## src/rtl/signed_accumulator_pkg.sv

```systemverilog
// Shared types and constants for the signed batch accumulator.
package signed_accumulator_pkg;

    // Batch FSM states. The encodings are fixed because existing logic relies on them.
    typedef enum logic [1:0] {
        ST_IDLE = 2'd0,
        ST_ACC  = 2'd1,
        ST_DONE = 2'd2
    } acc_state_t;

    // Operand width served by the reusable ripple adder.
    localparam int ADD8_WIDTH = 8;

endpackage : signed_accumulator_pkg

```

## src/rtl/signed_accumulator_add8.sv

```systemverilog
// 8-bit ripple-carry adder built from a chain of full adders.
module add8 (
    input  logic [7:0] A,
    input  logic [7:0] B,
    input  logic       Cin,
    output logic [7:0] S,
    output logic       Cout
);

    logic [8:0] w_carry;

    assign w_carry[0] = Cin;

    for (genvar g = 0; g < 8; g++) begin : g_fa
        assign S[g]         = A[g] ^ B[g] ^ w_carry[g];
        assign w_carry[g+1] = (A[g] & B[g]) | (w_carry[g] & (A[g] ^ B[g]));
    end

    assign Cout = w_carry[8];

endmodule : add8

```

## src/rtl/signed_accumulator.sv

```systemverilog
// Sums a stream of signed operands into one result per batch, with sticky overflow
// tracking, optional saturation and valid/ready handshakes on both sides.
module signed_accumulator
    import signed_accumulator_pkg::*;
#(
    parameter int WIDTH    = 8,
    parameter int MAX_OPS  = 16,
    parameter bit SATURATE = 1'b0
) (
    input  logic                         clk,
    input  logic                         rst,
    input  logic [WIDTH-1:0]             in_data,
    input  logic                         in_neg_ok,
    input  logic                         in_valid,
    input  logic                         in_last,
    output logic                         in_ready,
    output logic [WIDTH-1:0]             out_sum,
    output logic                         out_ovfl,
    output logic [$clog2(MAX_OPS+1)-1:0] out_count,
    output logic                         out_valid,
    input  logic                         out_ready
);

    localparam int CW = $clog2(MAX_OPS + 1);
    localparam logic [CW-1:0]    MAX_CNT = CW'(MAX_OPS);
    localparam logic [WIDTH-1:0] MAX_POS = {1'b0, {(WIDTH-1){1'b1}}};
    localparam logic [WIDTH-1:0] MIN_NEG = {1'b1, {(WIDTH-1){1'b0}}};

    acc_state_t       r_state;
    logic [WIDTH-1:0] r_acc;
    logic [CW-1:0]    r_count;
    logic             r_sticky;

    logic [WIDTH:0]   w_sum_ext;
    logic             w_add_ovf;
    logic [WIDTH-1:0] w_acc_next;
    logic [CW-1:0]    w_count_next;
    logic             w_sticky_next;
    logic             w_accept;
    logic             w_close;

    if (WIDTH == ADD8_WIDTH) begin : g_add8
        logic [WIDTH-1:0] w_s;
        logic             w_cout;

        add8 u_add8 (
            .A    (r_acc),
            .B    (in_data),
            .Cin  (1'b0),
            .S    (w_s),
            .Cout (w_cout)
        );

        // Top bit of the sign-extended sum recovered from the unsigned carry-out.
        assign w_sum_ext = {r_acc[WIDTH-1] ^ in_data[WIDTH-1] ^ w_cout, w_s};
    end else begin : g_add_beh
        assign w_sum_ext = {r_acc[WIDTH-1], r_acc} + {in_data[WIDTH-1], in_data};
    end

    assign w_add_ovf = (r_acc[WIDTH-1] == in_data[WIDTH-1]) &&
                       (w_sum_ext[WIDTH-1] != r_acc[WIDTH-1]);

    always_comb begin
        w_acc_next = w_sum_ext[WIDTH-1:0];
        if (SATURATE && w_add_ovf) begin
            w_acc_next = r_acc[WIDTH-1] ? MIN_NEG : MAX_POS;
        end
    end

    assign in_ready      = (r_state != ST_DONE);
    assign w_accept      = in_valid && in_ready;
    assign w_count_next  = r_count + 1'b1;
    assign w_sticky_next = r_sticky | w_add_ovf | ~in_neg_ok;
    // Counting from zero in IDLE makes this also cover MAX_OPS == 1.
    assign w_close       = in_last || (w_count_next == MAX_CNT);

    always_ff @(posedge clk) begin
        if (rst) begin
            r_state   <= ST_IDLE;
            r_acc     <= '0;
            r_count   <= '0;
            r_sticky  <= 1'b0;
            out_valid <= 1'b0;
            out_sum   <= '0;
            out_ovfl  <= 1'b0;
            out_count <= '0;
        end else begin
            case (r_state)
                ST_IDLE, ST_ACC: begin
                    if (w_accept) begin
                        r_acc    <= w_acc_next;
                        r_count  <= w_count_next;
                        r_sticky <= w_sticky_next;
                        if (w_close) begin
                            r_state   <= ST_DONE;
                            out_valid <= 1'b1;
                            out_sum   <= w_acc_next;
                            out_ovfl  <= w_sticky_next;
                            out_count <= w_count_next;
                        end else begin
                            r_state <= ST_ACC;
                        end
                    end
                end
                ST_DONE: begin
                    if (out_ready) begin
                        r_state   <= ST_IDLE;
                        out_valid <= 1'b0;
                        r_acc     <= '0;
                        r_count   <= '0;
                        r_sticky  <= 1'b0;
                    end
                end
                default: begin
                    r_state <= ST_IDLE;
                end
            endcase
        end
    end

endmodule : signed_accumulator

```

## config.mk

```make
export PLATFORM = sky130hd
export DESIGN_NAME = signed_accumulator
export DESIGN_NICKNAME = d
export VERILOG_FILES = /design/src/rtl/signed_accumulator_pkg.sv /design/src/rtl/signed_accumulator_add8.sv /design/src/rtl/signed_accumulator.sv
export SDC_FILE = /design/constraint.sdc
export NUM_CORES = 1
export LEC_CHECK = 0
export CAP_MARGIN = 10
export CORE_AREA = 2 2 45 88
export CTS_CLUSTER_DIAMETER = 80
export DETAILED_ROUTE_END_ITERATION = 16
export DIE_AREA = 0 0 47 90
export PLACE_DENSITY = 0.72
export SETUP_SLACK_MARGIN = 0.5
export SYNTH_ARGS = -nofsm -noshare
export SYNTH_HDL_FRONTEND = slang
export SYNTH_SLANG_ARGS = --single-unit
```

## constraint.sdc

```tcl
create_clock -name clk -period 3.6 [get_ports clk]
set_clock_uncertainty 0.1 [all_clocks]
set_input_delay 0.36 -clock clk [delete_from_list [all_inputs] [get_ports clk]]
set_output_delay 0.36 -clock clk [all_outputs]
set_load 0.01 [all_outputs]
```

==> impl_metrics.py, run 1 <==
metrics = {
    "drt": {
        "vias_per_cell": 5.06,
        "ant_nets": 0,
        "routed_wl_um": 3250,
        "firstDrtPassIters": 4,
        "drc": 0,
        "drt-initial-drc-count": 30,
        "detail_route.wl_per_cell_um": 13.4,
        "num_vias": 1224,
    },
    "floorplanning": {
        "core-area_mm2": 0.00357,
        "dieWidth_um": 47,
        "start_util_pct": 43.9,
        "fp.dieArea_mm2": 0.00423,
        "io_pins": 30,
        "die_h_um": 90,
        "row_count": 31,
    },
    "synthesis": {
        "dominantRegCellSynth": "dfxtp_1",
        "synth_fa_ha_area_share_pct": 9.27,
        "synthTopCellsByArea": "dfxtp_1 (40%), fa_1 (7.7%), nand2b_1 (6.0%)",
        "synth_cells": 164,
        "synth-edff-count": 0,
        "synthSimpleGateAreaFrac_pct": 16.4,
        "seq_area_frac_synth_pct": 39.6,
        "synthesis.area_mm2": 0.00157,
        "synth_top_family_by_area": "compound AO/OA/AOI/OAI gates",
        "yosysWarnings": 0,
        "yosysMostFrequentCell": "dfxtp_1",
        "synth.top_cells.by_count": "dfxtp_1 (31), nor2_1 (21), inv_1 (15), nand2b_1 (15), a21oi_1 (9)",
        "synth_compound_area_share_pct": 19.2,
        "synth_top_area_share_pct": 39.6,
        "synthesis.nets": 186,
        "ys_ff_latch": 31,
        "synthXorXnorAreaFrac_pct": 2.80,
        "synth_area_leader_cell": "dfxtp_1",
        "synth_cell_type_count": 33,
        "synth_mux_area_share_pct": 4.47,
        "syn_area_per_cell_um2": 9.55,
        "synthArstFlopShare_pct": 0,
    },
    "cts": {
        "cts_buffers": 5,
        "htree_levels": 2,
        "clockBufferDepth": 2,
        "clock_latency_ns": 0.29,
        "clock-sinks": 31,
        "cts.clk_slew.worst_paths_ns": 0.07,
        "cts_root_buf": "clkbuf_8",
        "cts_setup_buffers": 0,
        "cts_tree": "yes",
    },
    "timing": {
        "period_needed_ns": 3.39,
        "period_share_pct": 94.1,
        "setup-violations-final": 0,
        "setup_tns_ns": 0,
        "worstMarginPinSlew_ns": 0.796,
        "rsz0062_at_grt": "true",
        "max_slew_margin_pct": 46.7,
        "final-max-slew-violation-count": 0,
        "hold_viol": 0,
        "fmax_mhz": 295,
    },
    "outcome": {
        "status": "complete, no violations",
    },
    "pwr": {
        "ir_worst_vdd_uv": 297,
        "pwr_density_cell_mw_per_mm2": 434,
        "finalPower_mw": 0.869,
        "p_leak_nw": 0.743,
    },
    "layout": {
        "diodes": 0,
        "fin_nets": 214,
        "final_layout_size_suffix_gt1_share_pct": 17.1,
        "areaGrowthSynthToFinish_pct": 27.7,
    },
    "flow_run": {
        "max-cap-violations": 0,
    },
    "setup_path": {
        "cp_max_fo": 3,
        "rrSetupSlack_ns": 0.21,
        "crit_type": "in -> reg",
        "worstSetupEndpointType": "register",
        "arrival_ns": 3.49,
        "start_kind": "input port",
        "cp.required_ns": 3.71,
    },
    "place": {
        "dp_hpwl_um": 2490,
        "routabilityCongestion": 0.748,
        "portBuffers": 29,
    },
    "grt": {
        "grt_pass1_wl_um": 5550,
        "gr-total-overflow": 0,
        "grt_usage_pct": 18.2,
        "grt_pass1_vias": 1304,
        "antenna_found_initial": 0,
        "grt_max_degree": 22,
    },
    "min_path": {
        "hold_path_class": "reg -> reg",
    },
}
[logic make-up (layout without fill, tap and decap cells)]
kind of cell             count (synthesis)  in the layout
multiplexers                             7              7
flip-flops                              31             31
adder cells (fa/ha/maj)                  8              8
AND/OR/NAND/NOR                         49             49
XOR/XNOR                                 5              5
buffers and inverters                   26             55
AO/OA/AOI/OAI                           38             38
[final timing paths]
check | from | to | depth (start not counted)
setup reg to reg | r_acc[0] | out_ovfl | 13
hold / removal | out_valid | out_valid | 1
hold reg to reg | out_valid | out_valid | 1
setup / recovery | in_data[0] | out_ovfl | 14
[power breakdown]
| group | leakage, nW | switching (mW) | internal, mW |
|---|---|---|---|
| clock network | 0.0515 | 0.125 | 0.174 |
| registers | 0.254 | 0.0166 | 0.369 |
| logic | 0.437 | 0.0879 | 0.0963 |
[flip-flops by register name, summed over array words and instances (netlist names)]
signal	cells
out_sum	8
r_acc	8
out_count	5
r_count	5
r_state	2
out_ovfl	1
out_valid	1
r_sticky	1
[cell type report]
class / count / area [µm²]
Multi-Input combinational cell: 107 / 847
Sequential cell: 31 / 622
Timing Repair Buffer: 32 / 314
Tap cell: 49 / 61.3
Inverter: 15 / 56.3
Clock buffer: 8 / 100
Fill cell: 341 / 1570
[routing by layer]
layer	global-route usage (%)	share of wire, %
met1	17.9	37
met2	30.6	56
met3	4.02	2.6
met4	12.5	4.4
met5	0	0
[worst max-delay path, stage by stage]
cell           delay, ns
dlygate4sd2_1       0.24
ha_4                0.14
inv_2               0.03
fa_2                0.38
fa_2                0.34
fa_2                0.34
inv_2               0.07
fa_2                0.19
inv_2               0.04
fa_2                0.33
fa_2                0.37
or3_1               0.32
a41o_1              0.20
mux2i_1             0.14
[layout by cell type, fill, tap and decap left out, drive strengths merged, types with 2 or more instances in the layout]
cell type,n
a211oi,15
a21oi,10
a22oi,6
buf,3
clkbuf,8
clkdlybuf4s50,27
dfxtp,31
dlygate4sd2,2
fa,6
ha,2
inv,15
mux2i,7
nand2b,15
nand3,3
nor2,21
nor2b,3
o21ai,2
xnor2,4
[metrics by stage]
stage,setup slack (ns),utilization [%],area [µm²],cells,hold slack (ns)
floorplan,0.357,-,1600,164,0.354
global placement,-0.249,53.2,1900,234,0.351
detailed placement,-0.354,53.2,1900,234,0.353
CTS,0.126,56.0,2000,242,0.369
global route,0.0913,56.1,2000,242,0.405
finish,0.213,56.1,2000,242,0.364
[what timing repair did]
action | 4_1_cts | 5_1_grt
setup endpoints to repair | 6 | 6
gates cloned | 0 | 0
gates resized for setup | 4 | 1
pin swaps | 6 | 3
hold buffers | 0 | 0
(Power assumes the default switching activity.)
==> run 2: changes to the inputs <==
--- a/config.mk
+++ b/config.mk
@@ -6,12 +6,14 @@
 export NUM_CORES = 1
 export LEC_CHECK = 0
 export CAP_MARGIN = 10
-export CORE_AREA = 2 2 45 88
+export CORE_AREA = 2 2 43 85
 export CTS_CLUSTER_DIAMETER = 80
 export DETAILED_ROUTE_END_ITERATION = 16
-export DIE_AREA = 0 0 47 90
-export PLACE_DENSITY = 0.72
+export DIE_AREA = 0 0 45 87
+export GPL_TIMING_DRIVEN = 0
+export PLACE_DENSITY = 0.74
 export SETUP_SLACK_MARGIN = 0.5
+export SLEW_MARGIN = 20
 export SYNTH_ARGS = -nofsm -noshare
 export SYNTH_HDL_FRONTEND = slang
 export SYNTH_SLANG_ARGS = --single-unit
==> constraint.sdc (replaced) <==
create_clock -name clk -period 4 [get_ports clk]
set_clock_uncertainty 0.1 [all_clocks]
set_input_delay 0.4 -clock clk [delete_from_list [all_inputs] [get_ports clk]]
set_output_delay 0.4 -clock clk [all_outputs]
set_load 0.01 [all_outputs]
==> impl_metrics.py, run 2 (synthesized netlist as in run 1, its figures left out) <==
metrics = {
    "floorplanning": {
        "die_h_um": 87,
        "dieWidth_um": 45,
        "fp.dieArea_mm2": 0.00392,
        "core-area_mm2": 0.00330,
        "start_util_pct": 47.4,
        "row_count": 30,
        "io_pins": 30,
    },
    "cts": {
        "clock-sinks": 31,
        "cts_tree": "yes",
        "cts.clk_slew.worst_paths_ns": 0.07,
        "cts_buffers": 5,
        "cts_root_buf": "clkbuf_8",
        "cts_setup_buffers": 0,
        "clock_latency_ns": 0.28,
        "htree_levels": 2,
        "clockBufferDepth": 2,
        "cts_hold_buf": 0,
    },
    "setup_path": {
        "crit_slowest_cell": "fa_2",
        "slowest_delay_ns": 0.38,
        "cp.required_ns": 4.11,
        "crit_chain": "dlygate4sd2_1 -> ha_2 -> inv_1 -> fa_2 -> fa_2 -> fa_2 -> inv_2 -> fa_2 -> inv_1 -> fa_2 -> fa_2 -> or3_1 -> a41o_1 -> mux2i_1",
        "crit_type": "in -> reg",
        "arrival_ns": 3.47,
        "cp_max_fo": 3,
        "worstSetupEndpointType": "register",
        "critPathTopFamily": "adder cells",
        "start_kind": "input port",
        "worst_path_most_repeated_cell": "fa_2",
        "cp_num_buf_inv": 4,
    },
    "drt": {
        "drc": 0,
        "drt-initial-drc-count": 31,
        "firstDrtPassIters": 4,
        "detail_route.wl_per_cell_um": 13.8,
        "routed_wl_um": 3210,
        "ant_nets": 0,
        "vias_per_cell": 5.41,
        "num_vias": 1254,
    },
    "place": {
        "portBuffers": 28,
        "routabilityCongestion": 0.777,
        "placed_cells": 224,
        "dp_hpwl_um": 2360,
    },
    "timing": {
        "period_needed_ns": 3.36,
        "final-max-slew-violation-count": 0,
        "rsz0062_at_grt": "false",
        "fmax_mhz": 298,
        "hold_viol": 0,
        "setup-violations-final": 0,
        "fin_hold_ws_ns": 0.364,
        "worstMarginPinSlew_ns": 0.596,
        "period_share_pct": 83.9,
        "max_slew_margin_pct": 60.3,
    },
    "pwr": {
        "pwr_density_cell_mw_per_mm2": 373,
        "p_leak_nw": 0.755,
        "finalPower_mw": 0.748,
        "ir_worst_vdd_uv": 345,
    },
    "grt": {
        "grt_usage_pct": 19.6,
        "grt_pass1_vias": 1248,
        "gr-total-overflow": 0,
        "antenna_found_initial": 0,
        "grt_max_degree": 11,
        "grt_pass1_wl_um": 5620,
    },
    "layout": {
        "diodes": 0,
        "final_layout_size_suffix_gt1_share_pct": 17.5,
        "multi_input_area_um2": 855,
        "fin_nets": 221,
        "largest_registers": "out_sum: 8 flops, r_acc: 8 flops",
        "register_area_um2": 622,
        "fillers": 295,
        "stdcell_count": 232,
        "mostFrequentLayoutCell": "dfxtp_1",
        "mostFrequentLayoutCells": "dfxtp_1 (30), clkdlybuf4s50_1 (26), nor2_1 (21), nand2b_1 (15), inv_1 (13)",
        "areaGrowthSynthToFinish_pct": 28.2,
    },
    "flow_run": {
        "max-cap-violations": 0,
    },
    "min_path": {
        "hold_path_class": "reg -> reg",
    },
    "outcome": {
        "status": "complete, no violations",
    },
}
## run 2: changes by cell type in the layout (fill, tap and decap cells not counted), moves of 2 or more
| cell | delta |
|---|---|
| buf_4 | -2 |
| inv_2 | -2 |
| inv_1 | +2 |
| clkbuf_1 | +5 |
| clkbuf_8 | -2 |
| buf_6 | +3 |
## run 2: path summary, 6_finish.rpt
path / from / endpoint / slack (ns) / cells after the start
min reg2reg: out_valid / out_valid / 0.36 / 1
max: in_data[0] / out_ovfl / 0.64 / 14
min: out_valid / out_valid / 0.36 / 1
max reg2reg: r_acc[0] / out_ovfl / 0.65 / 13
## run 2: per-layer routing
layer  vias up  routed length, µm  global-route usage [%]
met5         -                  0                       0
met4         0                 93                    9.89
met3         7                136                    4.36
met2        42               1640                    31.8
met1       586               1340                    23.3
li1        619                  -                       -
## run 2: report_power, final
group          internal, mW  total (mW)  switching [mW]
Combinational        0.0854       0.165          0.0799
Clock                 0.121       0.236           0.114
Sequential            0.332       0.347          0.0153
Total                 0.539       0.748           0.210
## run 2: area by class of cell
cell class,count,area share (%)
Sequential cell,31,31.0
Inverter,15,2.80
Timing Repair Buffer,28,13.8
Clock inverter,2,0.623
Buffer,11,3.61
Multi-Input combinational cell,107,42.6
Clock buffer,6,3.61
Tap cell,32,1.99
## run 2: what timing repair did
item                       4_1_cts  5_1_grt
setup endpoints to repair        5        4
pin swaps                        8        4
gates resized for setup          8        4
## run 2: worst register-to-register path: cells and delay by family (launching register included)
family                   cells  cell delay [ns]
adder cells (fa/ha/maj)      7             2.08
flip-flops                   1             0.33
AND/OR/NAND/NOR              1             0.32
AO/OA/AOI/OAI                1             0.19
buffers and inverters        3             0.15
multiplexers                 1             0.12
## run 2: metrics by stage
step	setup TNS, ns	area (µm²)	setup slack, ns	util [%]
2_1_floorplan	0	1570	0.506	-
3_5_place_dp	-0.355	1890	-0.153	57.3
5_1_grt	0	2010	0.502	60.8
4_1_cts	0	1990	0.528	60.2
3_3_place_gp	-0.239	1890	-0.128	57.3
6_report	0	2010	0.643	60.8
==> run 3: changes to the inputs <==
--- a/config.mk
+++ b/config.mk
@@ -6,12 +6,12 @@
 export NUM_CORES = 1
 export LEC_CHECK = 0
 export CAP_MARGIN = 10
-export CORE_AREA = 2 2 43 85
+export CORE_AREA = 2 2 45 88
 export CTS_CLUSTER_DIAMETER = 80
 export DETAILED_ROUTE_END_ITERATION = 16
-export DIE_AREA = 0 0 45 87
+export DIE_AREA = 0 0 47 90
 export GPL_TIMING_DRIVEN = 0
-export PLACE_DENSITY = 0.74
+export PLACE_DENSITY = 0.72
 export SETUP_SLACK_MARGIN = 0.5
 export SLEW_MARGIN = 20
 export SYNTH_ARGS = -nofsm -noshare
==> constraint.sdc (replaced) <==
create_clock -name clk -period 2.76 [get_ports clk]
set_clock_uncertainty 0.1 [all_clocks]
set_input_delay 0.276 -clock clk [delete_from_list [all_inputs] [get_ports clk]]
set_output_delay 0.276 -clock clk [all_outputs]
set_load 0.01 [all_outputs]
==> impl_metrics.py, run 3 (synthesized netlist as in run 1, its figures left out) <==
metrics = {
    "grt": {
        "grt_pass1_wl_um": 5500,
        "grt_usage_pct": 17.8,
        "grt_pass1_vias": 1274,
        "gr-total-overflow": 0,
        "antenna_found_initial": 0,
        "grt_max_degree": 11,
    },
    "layout": {
        "mostFrequentLayoutCells": "dfxtp_1 (30), clkdlybuf4s50_1 (27), nor2_1 (21), nand2b_1 (15), inv_1 (12)",
        "register_area_um2": 622,
        "mostFrequentLayoutCell": "dfxtp_1",
        "diodes": 0,
        "largest_registers": "out_sum: 8 flops, r_acc: 8 flops",
        "utilization_pct": 57.4,
        "final_area_mm2": 0.00205,
        "final_layout_size_suffix_gt1_share_pct": 17.8,
        "areaGrowthSynthToFinish_pct": 30.8,
        "fin_nets": 224,
        "fillers": 331,
        "stdcell_count": 251,
        "multi_input_area_um2": 845,
    },
    "setup_path": {
        "cp.required_ns": 2.86,
        "cp_max_fo": 3,
        "slowest_delay_ns": 0.39,
        "worstSetupEndpointType": "register",
        "worst_path_most_repeated_cell": "fa_2",
        "critPathTopFamily": "adder cells",
        "arrival_ns": 3.52,
        "crit_chain": "ha_4 -> inv_2 -> fa_2 -> fa_2 -> fa_2 -> inv_2 -> fa_2 -> inv_2 -> fa_2 -> fa_2 -> or3_1 -> a41o_1 -> mux2i_1",
        "crit_slowest_cell": "fa_2",
        "crit_type": "reg -> reg",
        "start_kind": "register",
        "cp_num_buf_inv": 3,
    },
    "floorplanning": {
        "die_h_um": 90,
        "fp.dieArea_mm2": 0.00423,
        "io_pins": 30,
        "start_util_pct": 43.9,
        "row_count": 31,
        "dieWidth_um": 47,
        "core-area_mm2": 0.00357,
    },
    "timing": {
        "period_share_pct": 124,
        "worstMarginPinSlew_ns": 0.625,
        "rsz0062_at_grt": "true",
        "max_slew_margin_pct": 58.4,
        "setup-violations-final": 8,
        "final-max-slew-violation-count": 0,
        "period_needed_ns": 3.41,
        "fin_ws_ns": -0.654,
        "setup_tns_ns": -3.41,
        "fmax_mhz": 293,
        "hold_viol": 0,
    },
    "cts": {
        "cts_buffers": 5,
        "cts_root_buf": "clkbuf_8",
        "clock-sinks": 31,
        "clock_latency_ns": 0.28,
        "clockBufferDepth": 2,
        "cts.clk_slew.worst_paths_ns": 0.06,
        "htree_levels": 2,
        "cts_tree": "yes",
        "cts_hold_buf": 0,
    },
    "drt": {
        "num_vias": 1261,
        "ant_nets": 0,
        "drc": 0,
        "detail_route.wl_per_cell_um": 13.0,
        "vias_per_cell": 5.02,
        "firstDrtPassIters": 4,
        "routed_wl_um": 3260,
        "drt-initial-drc-count": 15,
    },
    "pwr": {
        "p_leak_nw": 0.770,
        "finalPower_mw": 1.12,
        "ir_worst_vdd_uv": 468,
        "pwr_density_cell_mw_per_mm2": 545,
    },
    "outcome": {
        "violations": "setup timing",
        "status": "complete, but fails checks",
    },
    "place": {
        "portBuffers": 28,
        "routabilityCongestion": 0.710,
        "dp_hpwl_um": 2450,
        "placed_cells": 241,
        "placed_area_mm2": 0.00193,
    },
    "flow_run": {
        "max-cap-violations": 0,
    },
    "min_path": {
        "hold_path_class": "reg -> reg",
    },
}
run 3: changes by cell type in the layout (fill, tap and decap cells not counted), sizes merged:
cell / before / now
clkinvlp: 1 / 0
dlygate4sd2: 2 / 1
buf: 6 / 9
clkdlybuf4s50: 26 / 27
run 3: worst register-to-register path: stages, from the launching register on:
cell	delay [ns]
dfxtp_2	0.35
ha_4	0.13
inv_2	0.04
fa_2	0.39
fa_2	0.35
fa_2	0.34
inv_2	0.06
fa_2	0.19
inv_2	0.04
fa_2	0.33
fa_2	0.38
or3_1	0.32
a41o_1	0.20
mux2i_1	0.13
run 3: report_power, final:
part	switching (mW)	leakage (nW)	internal (mW)
logic	0.119	0.469	0.137
registers	0.0213	0.254	0.481
clock network	0.164	0.0470	0.195
run 3: area by class of cell:
type                       count  area share (%)
sequential                    31            30.3
clock buffer                   6            4.03
timing repair buffer          31            14.9
tap                           49            2.99
clock inverter                 1           0.244
multi-input combinational    107            41.2
buffer                        11            3.54
inverter                      15            2.75
run 3: what timing repair did:
item	4_1_cts	5_1_grt
pin swaps	5	5
hold endpoints to repair	0	0
setup buffers	2	1
setup endpoints to repair	11	11
resized for setup	1	3
run 3: layer usage:
| metal | routed length [µm] | GRT usage (%) | share of wire (%) |
|---|---|---|---|
| met5 | 0 | 0 | 0 |
| met3 | 105 | 4.62 | 3.2 |
| met2 | 1830 | 29.6 | 56 |
| met1 | 1240 | 19.4 | 38 |
| met4 | 82 | 9.26 | 2.5 |
run 3: final timing paths:
check,startpoint,endpoint,slack (ns),cells past startpoint
setup reg to reg,r_acc[0],out_ovfl,-0.65,13
hold / removal,out_count[1],out_count[1],0.37,2
setup / recovery,r_acc[0],out_ovfl,-0.65,13
hold reg to reg,out_count[1],out_count[1],0.37,2
run 3: through the flow:
stage	hold slack [ns]	worst slack [ns]
CTS	0.378	-0.687
floorplan	0.354	-0.431
detailed placement	0.365	-1.10
finish	0.375	-0.654
global placement	0.348	-1.05
global route	0.397	-0.834
